--- src/rtl/alu_codes_pkg.sv ---
// Shared ALU operation codes and execution-unit state encoding,
// used by both ALUcontrol and the execution datapath.
package alu_codes_pkg;

  localparam logic [3:0] CODE_AND = 4'b0000;
  localparam logic [3:0] CODE_OR  = 4'b0001;
  localparam logic [3:0] CODE_ADD = 4'b0010;
  localparam logic [3:0] CODE_SUB = 4'b0110;
  localparam logic [3:0] CODE_SLT = 4'b0111;
  localparam logic [3:0] CODE_NOR = 4'b1100;
  localparam logic [3:0] CODE_SLL = 4'b1000;
  localparam logic [3:0] CODE_SRL = 4'b1001;

  typedef enum logic [1:0] {
    IDLE  = 2'd0,
    SHIFT = 2'd1,
    DONE  = 2'd2
  } state_t;

  function automatic logic is_shift_code(input logic [3:0] code);
    return (code == CODE_SLL) || (code == CODE_SRL);
  endfunction

endpackage

--- src/rtl/alu_logic_unit.sv ---
// Combinational single-cycle ALU operations with overflow and illegal-code flags.
// Shift codes pass B through; the multi-cycle shifting lives in alu_exec.
module alu_logic_unit
  import alu_codes_pkg::*;
(
  input  logic [3:0]  alu,
  input  logic [31:0] a,
  input  logic [31:0] b,
  output logic [31:0] result,
  output logic        overflow,
  output logic        illegal
);

  logic [31:0] sum;
  logic [31:0] diff;

  assign sum  = a + b;
  assign diff = a - b;

  always_comb begin
    result   = '0;
    overflow = 1'b0;
    illegal  = 1'b0;
    case (alu)
      CODE_AND: result = a & b;
      CODE_OR:  result = a | b;
      CODE_NOR: result = ~(a | b);
      CODE_ADD: begin
        result   = sum;
        overflow = (a[31] == b[31]) && (sum[31] != a[31]);
      end
      CODE_SUB: begin
        result   = diff;
        overflow = (a[31] != b[31]) && (diff[31] != a[31]);
      end
      // Signed compare directly rather than via diff so overflow cannot corrupt it
      CODE_SLT: result = {31'b0, ($signed(a) < $signed(b))};
      CODE_SLL, CODE_SRL: result = b;
      default:  illegal = 1'b1;
    endcase
  end

endmodule

--- src/rtl/alu_exec.sv ---
// ALU execution unit: single-cycle ops via alu_logic_unit, plus a
// one-bit-per-cycle shifter for SLL/SRL with a done handshake.
module alu_exec
  import alu_codes_pkg::*;
(
  input  logic        clk,
  input  logic        reset,
  input  logic        start,
  input  logic [3:0]  ALU,
  input  logic [31:0] A,
  input  logic [31:0] B,
  input  logic [4:0]  shamt,
  output logic        busy,
  output logic        done,
  output logic [31:0] result,
  output logic        zero,
  output logic        overflow,
  output logic        illegal
);

  state_t      state;
  state_t      next_state;
  logic [4:0]  cnt;
  logic        shift_right;
  logic        accept;
  logic        multi_shift;
  logic [31:0] shifted;
  logic [31:0] lu_result;
  logic        lu_overflow;
  logic        lu_illegal;

  alu_logic_unit u_logic (
    .alu      (ALU),
    .a        (A),
    .b        (B),
    .result   (lu_result),
    .overflow (lu_overflow),
    .illegal  (lu_illegal)
  );

  assign accept      = start && (state != SHIFT);
  assign multi_shift = is_shift_code(ALU) && (shamt != 5'd0);
  assign shifted     = shift_right ? (result >> 1) : (result << 1);

  always_ff @(posedge clk) begin
    if (reset) state <= IDLE;
    else       state <= next_state;
  end

  always_comb begin
    next_state = state;
    case (state)
      IDLE, DONE: begin
        if (start) next_state = multi_shift ? SHIFT : DONE;
        else       next_state = IDLE;
      end
      SHIFT:   if (cnt == 5'd1) next_state = DONE;
      default: next_state = IDLE;
    endcase
  end

  always_comb begin
    busy = (state == SHIFT);
    done = (state == DONE);
  end

  // Operands are captured only on acceptance; SHIFT works on the held result
  always_ff @(posedge clk) begin
    if (reset) begin
      cnt         <= '0;
      shift_right <= 1'b0;
      result      <= '0;
      zero        <= 1'b1;
      overflow    <= 1'b0;
      illegal     <= 1'b0;
    end else if (accept) begin
      if (multi_shift) begin
        cnt         <= shamt;
        shift_right <= (ALU == CODE_SRL);
        result      <= B;
        zero        <= (B == 32'd0);
        overflow    <= 1'b0;
        illegal     <= 1'b0;
      end else begin
        cnt         <= '0;
        result      <= lu_result;
        zero        <= (lu_result == 32'd0);
        overflow    <= lu_overflow;
        illegal     <= lu_illegal;
      end
    end else if (state == SHIFT) begin
      cnt    <= cnt - 5'd1;
      result <= shifted;
      zero   <= (shifted == 32'd0);
    end
  end

endmodule

--- config.mk ---
export PLATFORM = sky130hd
export DESIGN_NAME = alu_exec
export DESIGN_NICKNAME = d
export VERILOG_FILES = /design/src/rtl/alu_codes_pkg.sv /design/src/rtl/alu_logic_unit.sv /design/src/rtl/alu_exec.sv
export SDC_FILE = /design/constraint.sdc
export NUM_CORES = 1
export LEC_CHECK = 0
export BUFFER_PORTS_ARGS = -buffer_cell sky130_fd_sc_hd__buf_2
export CORE_ASPECT_RATIO = 1.5
export CORE_MARGIN = 1.5
export CORE_UTILIZATION = 56
export DETAILED_ROUTE_END_ITERATION = 12
export PLACE_DENSITY_LB_ADDON = 0.12
export SETUP_SLACK_MARGIN = 0.15
export SYNTH_ARGS = -nofsm -noshare
export SYNTH_HDL_FRONTEND = slang
export SYNTH_SLANG_ARGS = --single-unit
--- constraint.sdc ---
create_clock -name clk -period 8.9 [get_ports clk]
set_input_delay 1.335 -clock clk [delete_from_list [all_inputs] [get_ports clk]]
set_output_delay 1.335 -clock clk [all_outputs]
set_load 0.1 [all_outputs]
==> run metrics, run 1 <==
Final GP Congestion roughly 1.1; Area Growth Syn to Fin 9.32%; final period utilization 58.7%; async set or reset register ratio after synthesis 0%; Via density 6.98; M1 WL about 13 mm; crit path time final 5.23 ns; Critical Path Start Type primary input; uppermost layer routed met4; die height 153 um; fraction of power consumed by sequential logic 21.4%; Worst EP required about 9 ns; Die Area 0.0158 mm^2; I/O pin count around 110; RR Startpoint state[1]$_SDFFE_PP0P_; Buf+Inv Stages, Crit Path 2; crit path cell chain buf_2 -> inv_1 -> ha_1 -> nor2_1 -> o311ai_0 -> a211oi_1 -> nor3_1 -> o211ai_1 -> or3_1 -> a32o_1 -> o31ai_1 -> and4bb_1 -> and4_1 -> a211o_1; cell taking the most area after synthesis ha_1; Critical Path End Type flop; routed len/inst 24.1 um; most numerous cell in the Yosys netlist a21oi_1; Port Buffers between 100 and 150; placed cell areas 0.00903 mm^2; CP arrival approximately 5.4 ns; Clk pin slew, worst setup/hold paths 0.06 ns; Max Cap Viol 0; row count 54; max_slew headroom a little under a quarter; vias in the first global route 9,835; Total Wirelength 35.4 mm; drt pass-1 iters 6; CTS Buffer Depth 2; Clk Tree Root Cell clkbuf_16; Yosys top cell area share 16.4%; gr usage total 44.4%; Initial Utilization 57.7%; leak pwr 4.07 nW; Hold Fails Final Rpt 0; setup bufs post-CTS 0; commonest cells in the netlist a21oi_1 (146), nor2_1 (124), ha_1 (110); largest cells by area after synthesis ha_1 (16%), dfxtp_1 (10%), a21oi_1 (8.7%); mapped cell area 0.00841 mm^2; skew final between 0.004 and 0.005 ns; status finished, final reports clean; clock tree sinks 43; filler instances 1,466; Met3 Routed Length roughly 3.6 mm; # setup viols final 0; Worst-Margin Slew 1.13 ns; Resize count post-CTS 0; Crit path max-delay family compound AO/OA/AOI/OAI gates; pin count of the biggest net entering global routing 45; final slew viol count 0; # hold bufs at CTS 0; grt ovf 0; RSZ-0062 raised after global routing no; critical path's slowest cell o311ai_0; PwrDens 116 mW/mm^2; Synth Register Bits 43; nets 1,461; EDFF count, synth 0; met2 WL post-DR 16.2 mm; CP startpoint B[1]; CTS tree built; Post-route DRC 0; Post-Syn Area per Cell 6.90 um^2; fmax 191 MHz; 1st-iter DRT viols 1,038; first-pass GRT wire length 53.9 mm; slowest stage delay, CP 0.93 ns; Die Width between 100 and 150 um; ant diodes 0; min-delay src illegal$_SDFFE_PP0P_; Fin Setup TNS 0 ns; layout cells sized above 1 13.5%; YS warnings 0; kind of critical path in2reg; DP HPWL 27.6 mm; P_int 0.523 mW; count of cell types in the netlist 80; sw frac roughly half; clock share of power about a fifth; post-synthesis instance total around 1,200; Final ANT Viol Nets 0; post-synthesis sequential area ratio 10.2%; detailed-route via count 10,300; Worst-Skew Late Latency 0.30 ns; TritonCTS Buffers 5; initial antenna violation count 1; Logic pwr share around three fifths; CP max FO 6; top_reg_cell synth dfxtp_1; final instance area 0.00920 mm^2; Core Area about 0.015 mm^2; P_sw 0.543 mW; Post-Syn Nets 1,408; H-tree depth 2; maximum vdd drop 113 uV; Hold Crit Class reg2reg
## path summary, 6_finish.rpt
check / endpoint / slack [ns] / depth (start not counted)
max: zero$_SDFFE_PP1P_ / 3.67 / 14
min: illegal$_SDFFE_PP0P_ / 0.50 / 2
max reg2reg: zero$_SDFFE_PP1P_ / 6.15 / 10
min reg2reg: illegal$_SDFFE_PP0P_ / 0.50 / 2
## state kept, by name, summed over array words and instances (netlist names)
| register | count |
|---|---|
| result | 32 |
| cnt | 5 |
| state | 2 |
| illegal | 1 |
| overflow | 1 |
| shift_right | 1 |
| zero | 1 |
## power groups by stage
stage                     Combinational (mW)  Sequential [mW]  Clock, mW
after CTS                              0.600            0.227      0.217
final                                  0.620            0.228      0.217
after global placement                 0.595            0.231          0
after global routing                   0.659            0.230      0.223
after detailed placement               0.597            0.231          0
after floorplan                        0.331            0.321          0
## worst register-to-register path, stage by stage, from the launching register on
cell and delay [ns]:
dfxtp_1 0.31, nand2b_1 0.10, buf_4 0.29, o21ai_0 0.17, or4_1 0.44, or4_1 0.44
nor4_1 0.20, and4_1 0.25, and4bb_1 0.20, and4_1 0.18, a211o_1 0.12
## metrics by stage
step,instances,utilization [%],setup WS (ns),hold WS (ns),power (mW)
2_1_floorplan,1220,-,4.32,0.460,0.653
3_3_place_gp,1462,61.9,3.54,0.478,0.826
3_5_place_dp,1462,61.9,3.57,0.491,0.828
4_1_cts,1470,63.0,3.86,0.503,1.04
5_1_grt,1470,63.0,3.52,0.543,1.11
6_report,1470,63.0,3.67,0.499,1.07
## metal layers
layer,GRT usage (%),up-vias
li1,-,4652
met1,49.3,4719
met2,71.9,692
met3,10.9,193
met4,32.6,0
met5,0,-
## final cells by class
type	instances	area [um^2]	area share [%]
clock inverter	3	43.8	0.476
inverter	102	383	4.16
timing repair buffer	124	651	7.07
multi-input combinational	997	6890	74.9
tap	196	245	2.67
sequential	43	862	9.37
clock buffer	5	125	1.36
## cell families (layout without fill, tap and decap cells)
| kind of cell | after synthesis | after routing | share of synthesized area, % |
|---|---|---|---|
| buffers and inverters | 180 | 234 | 8.10 |
| muxes | 37 | 37 | 4.58 |
| and+or+nand+nor | 399 | 399 | 24.0 |
| AOI/OAI and AO/OA | 440 | 440 | 35.3 |
| adders and majority gates | 112 | 112 | 16.8 |
| xor gates and xnor gates | 9 | 9 | 0.937 |
| DFF | 43 | 43 | 10.2 |
## cell usage in the layout, fill, tap and decap left out, types with 7 or more instances in the layout
master    netlist  final
a211o_1         7      7
a211oi_1       25     25
a21o_1         15     15
a21oi_1       146    146
a221o_1        12     12
a221oi_1       12     12
a22oi_1        14     14
a31oi_1         7      7
and2_1         10     10
and3_1          7      7
buf_2           4    112
buf_4           0     12
dfxtp_1        43     42
ha_1          110    110
inv_1         101    101
mux2_2         12     12
mux2i_1        25     25
nand2_1        68     68
nand2b_1       13     13
nand3_1        20     20
nand4_1        14     14
nor2_1        124    124
nor2b_1        17     17
nor3_1         39     39
nor3b_1         9      8
nor4_1         33     31
o211ai_1       13     13
o21ai_0        64     64
o21bai_1        8      8
o311ai_0        8      8
o31ai_1        20     20
or2_2           8      8
or3_1           9      9
xnor2_1         9      9
No activity file was read; power rests on OpenSTA's default activity.
==> inputs of run 2 (changes only) <==
- CORE_UTILIZATION: 56 -> 55
- clock period: 8.9 -> 4.6 ns (I/O delays scaled with it)
==> run 2 against run 1 <==
  * First-iteration DRC count grew 28%
  * Sequential share of layout area shrank 0.53 points
  * Global-route usage grew 0.087 points
  * Clock skew grew 0.0026 ns
  * Cell count grew 5.2%
  * Non-clock buffer count grew 72
  * Die area grew 1.8%
  * Clock power grew 68%
  * Combinational power grew 110%
  * Utilization grew 1.9 points
  * Flip-flop and latch count is the same
  * Power grew 97%
  * Critical path type unchanged
  * Largest cell class unchanged
==> run metrics, run 2 (same netlist as run 1, synthesis figures left out) <==
status finished, final reports clean; H-tree depth 2; detailed-route via count roughly 11,000; clock tree sinks 43; CP max FO 4; crit path cell chain buf_2 -> buf_4 -> ha_1 -> fa_1 -> o21bai_1 -> a21oi_1 -> a221o_1 -> a221o_1 -> or4_1 -> or4_1 -> nor4_1 -> and4_1 -> and4bb_1 -> and4_1 -> a211o_1; RSZ-0062 raised after global routing no; Crit path max-delay family simple AND/OR/NAND/NOR gates; CTS Buffer Depth 2; Final GP Congestion 1.08; Max Cap Viol 0; nets 1,533; Clk pin slew, worst setup/hold paths 0.06 ns; DP HPWL ~29 mm; routed len/inst 23.6 um; Clk Tree Root Cell clkbuf_16; max FFs per register 32; slowest stage delay, CP 0.52 ns; setup bufs post-CTS 0; Hold Crit Class reg2reg; Critical Path Start Type primary input; Core Area 0.0150 mm^2; TritonCTS Buffers 5; Post-route DRC 0; Hold Fails Final Rpt 0; Fin Hold WS just under 0.5 ns; grt ovf 0; Multi-input gate area 0.00690 mm^2; Largest regs result (32), cnt (5), state (2); largest register by flop count result; Die Area 0.0161 mm^2; first-pass GRT wire length ~56 mm; Port Buffers 112; critical path's slowest cell or4_1; initial antenna violation count 1; Worst-Margin Slew 0.985 ns; Fin Setup TNS 0 ns; maximum vdd drop 221 uV; kind of critical path in2reg; row count 55; fmax 232 MHz; Total Wirelength 36.5 mm; Via density 6.88; I/O pin count 113; vias in the first global route 10,200; Buf+Inv Stages, Crit Path 2; 1st-iter DRT viols 1,330; final period utilization a little over nine tenths; Worst-Skew Late Latency 0.30 ns; Die Width slightly above 100 um; Initial Utilization 56.1%; gr usage total 44.5%; fin worst setup slack between 0.2 and 0.3 ns; pin count of the biggest net entering global routing 45; Reg area 862 um^2; drt pass-1 iters 6; filler instances approximately 1,500; PwrDens 215 mW/mm^2; final slew viol count 0; Critical Path End Type flop; most frequent cells in the layout a21oi_1 (145), nor2_1 (124), buf_2 (112); crit path time final 4.32 ns; die height 154 um; max_slew headroom 34.3%; layout cells sized above 1 18.3%; commonest non-fill, non-tap cell in the layout a21oi_1; post-placement setup slack 0.0385 ns; leak pwr 4.40 nW; Final ANT Viol Nets 0; Area Growth Syn to Fin 15.8%; skew final 0.00743 ns; CP arrival 4.56 ns; CTS tree built; # setup viols final 0; Worst EP required 4.84 ns
-- run 2: changes by cell type in the layout (fill, tap and decap cells not counted), sizes merged --
cell      change
inv           +1
clkinv        -2
buf          +72
diode         +1
bufinv        -1
clkinvlp      +2
-- run 2: worst min-delay path: cells and delay by family, from the launching register on --
family / cells / cell delay [ns]
and+or+nand+nor: 1 / 0.06
DFF: 1 / 0.33
AOI/OAI and AO/OA: 1 / 0.05
-- run 2: final cells by class --
| type | count | share of cell area, % |
|---|---|---|
| sequential | 43 | 8.85 |
| clock inverter | 3 | 0.244 |
| clock buffer | 5 | 1.28 |
| inverter | 102 | 3.93 |
| multi-input combinational | 997 | 70.8 |
| antenna | 1 | 0.0257 |
| timing repair buffer | 196 | 12.4 |
| tap | 199 | 2.55 |
-- run 2: path summary, 6_finish.rpt --
kind	cells past startpoint	from	to	slack, ns
max	15	B[0]	zero$_SDFFE_PP1P_	0.28
min	2	cnt[3]$_SDFFE_PP0P_	cnt[3]$_SDFFE_PP0P_	0.49
min reg2reg	2	cnt[3]$_SDFFE_PP0P_	cnt[3]$_SDFFE_PP0P_	0.49
max reg2reg	9	state[1]$_SDFFE_PP0P_	zero$_SDFFE_PP1P_	1.68
-- run 2: metrics by stage --
stage | area (um^2) | power, mW | std cells | util [%]
after floorplan | 8410 | 1.26 | 1220 | -
after global placement | 9590 | 1.68 | 1537 | 63.9
after detailed placement | 9590 | 1.69 | 1537 | 63.9
after CTS | 9740 | 2.06 | 1545 | 64.9
after global routing | 9750 | 2.19 | 1546 | 65.0
final | 9750 | 2.09 | 1546 | 65.0
-- run 2: power breakdown --
part / switching [mW] / internal, mW
Clock: 0.161 / 0.203
Sequential: 0.0395 / 0.402
Combinational: 0.864 / 0.425
Total: 1.06 / 1.03
-- run 2: per-layer routing --
metal | global-route usage (%) | wire length (um)
met5 | 0 | 0
met4 | 31.3 | 3080
met3 | 6.11 | 3410
met2 | 76.9 | 17200
met1 | 50.4 | 12800
-- run 2: what timing repair did --
item / 4_1_cts / 5_1_grt
hold buffers: 0 / 0
endpoints found under the setup margin: 0 / 1
gates resized for setup: 0 / 2
==> inputs of run 3 (changes only) <==
- CORE_ASPECT_RATIO: 1.5 -> unset
==> run 3 against run 2 <==
  * Global-route usage decreased by 2.8 points
  * Largest cell class unchanged
  * Cell count fell by 2.7%
  * Sequential power barely moved
  * Hold slack got worse by 0.0051 ns
  * Count of clock-buffer cells in the layout is 2 higher
  * Clock skew fell by 0.0033 ns
==> run metrics, run 3 (same netlist as run 1, synthesis figures left out) <==
Reg2Reg Depth 10; vias in the first global route ~9,500; layout cells sized above 1 16.2%; crit path time final 4.23 ns; row count 45; Port Buffers 112; ant diodes 0; Initial Utilization 55.8%; # setup viols final 0; max FFs per register 32; clock tree sinks 43; CP max FO 5; filler instances ~1,500; maximum vdd drop 189 uV; die height 127 um; kind of critical path in2reg; Buf+Inv Stages, Crit Path 1; commonest non-fill, non-tap cell in the layout a21oi_1; Post-route DRC 0; most frequent cells in the layout a21oi_1 (146), nor2_1 (124), buf_2 (112); leak pwr 4.26 nW; CP arrival 4.46 ns; Final ANT Viol Nets 0; critical path's slowest cell or4_1; crit path cell chain buf_2 -> ha_1 -> fa_1 -> o21bai_1 -> a21oi_1 -> a221o_1 -> a221o_1 -> or4_1 -> or4_1 -> nor4_1 -> and4_1 -> and4bb_1 -> and4_1 -> a211o_1; Total Wirelength 34.1 mm; grt ovf 0; Critical Path Start Type primary input; largest register by flop count result; CTS tree built; final slew viol count 0; Stages on worst setup path 14; Via density 6.84; Die Area 0.0161 mm^2; Max Cap Viol 0; fmax 236 MHz; Die Width 127 um; max_slew headroom ~34%; Reg area 862 um^2; Area Growth Syn to Fin 12.7%; Final GP Congestion 1.05; Worst-Skew Late Latency between 0.2 and 0.3 ns; r2r setup slk 1.80 ns; routed len/inst 22.6 um; nets 1,504; status finished, final reports clean; # hold bufs at CTS 0; I/O pin count around 110; Worst-Margin Slew 0.986 ns; first-pass GRT wire length 52.9 mm; drt pass-1 iters 9; RSZ-0062 raised after global routing no; TritonCTS Buffers 5; Hold Crit Class reg2reg; Hold Fails Final Rpt 0; Worst EP required 4.83 ns; detailed-route via count 10,300; Crit path max-delay family simple AND/OR/NAND/NOR gates; final period utilization 92.0%; Resize count post-CTS 0; Clk Tree Root Cell clkbuf_16; skew final 0.00408 ns; Fin Setup TNS 0 ns; post-placement setup slack between 0.15 and 0.2 ns; slowest stage delay, CP 0.53 ns; hold path cells 2; 1st-iter DRT viols roughly 1,300; pin count of the biggest net entering global routing 45; fin worst setup slack 0.366 ns; Largest regs result (32), cnt (5), state (2); gr usage total 41.8%; H-tree depth 2; initial antenna violation count 0; setup bufs post-CTS 0; DP HPWL 26.7 mm; Critical Path End Type flop; Multi-input gate area 0.00689 mm^2; PwrDens between 200 and 250 mW/mm^2; Clk pin slew, worst setup/hold paths 0.06 ns; CTS Buffer Depth 2; Core Area 0.0151 mm^2
[run 3: path summary, 6_finish.rpt]
kind | start | to
max reg2reg | state[1]$_SDFFE_PP0P_ | zero$_SDFFE_PP1P_
min | cnt[3]$_SDFFE_PP0P_ | cnt[3]$_SDFFE_PP0P_
max | B[0] | zero$_SDFFE_PP1P_
min reg2reg | cnt[3]$_SDFFE_PP0P_ | cnt[3]$_SDFFE_PP0P_
[run 3: power breakdown]
group | total, mW | internal [mW] | switching (mW)
registers | 0.443 | 0.402 | 0.0411
logic | 1.23 | 0.393 | 0.833
clock network | 0.344 | 0.201 | 0.143
total | 2.01 | 0.996 | 1.02
[run 3: worst min-delay path, delay by kind of cell, from the launching register on]
kind               cells  cell delay (ns)
DFF                    1             0.33
AOI/OAI and AO/OA      1             0.05
and+or+nand+nor        1             0.06
[run 3: stage by stage]
step / util, % / hold slack, ns / std cells / cell area, um^2 / total power [mW]
after floorplan: - / 0.460 / 1220 / 8410 / 1.26
after global placement: 61.9 / 0.480 / 1497 / 9340 / 1.63
after detailed placement: 61.9 / 0.486 / 1497 / 9340 / 1.63
after CTS: 62.8 / 0.493 / 1505 / 9480 / 1.98
after global routing: 62.8 / 0.529 / 1505 / 9480 / 2.11
final: 62.8 / 0.489 / 1505 / 9480 / 2.01
[run 3: area by class of cell]
type / count / area share [%]
clock buffers: 7 / 1.40
well taps: 188 / 2.48
repair buffers: 167 / 10.3
clock inverters: 1 / 0.0528
flip-flops and latches: 43 / 9.09
multi-input cells: 997 / 72.7
inverters: 102 / 4.04
[run 3: routing by layer]
layer	vias up	track usage (%)	part of all wire, %
met5	-	0	0
met4	0	20.9	5.8
met3	129	6.87	10
met2	641	65.2	43
met1	4772	55.8	41
li1	4749	-	-
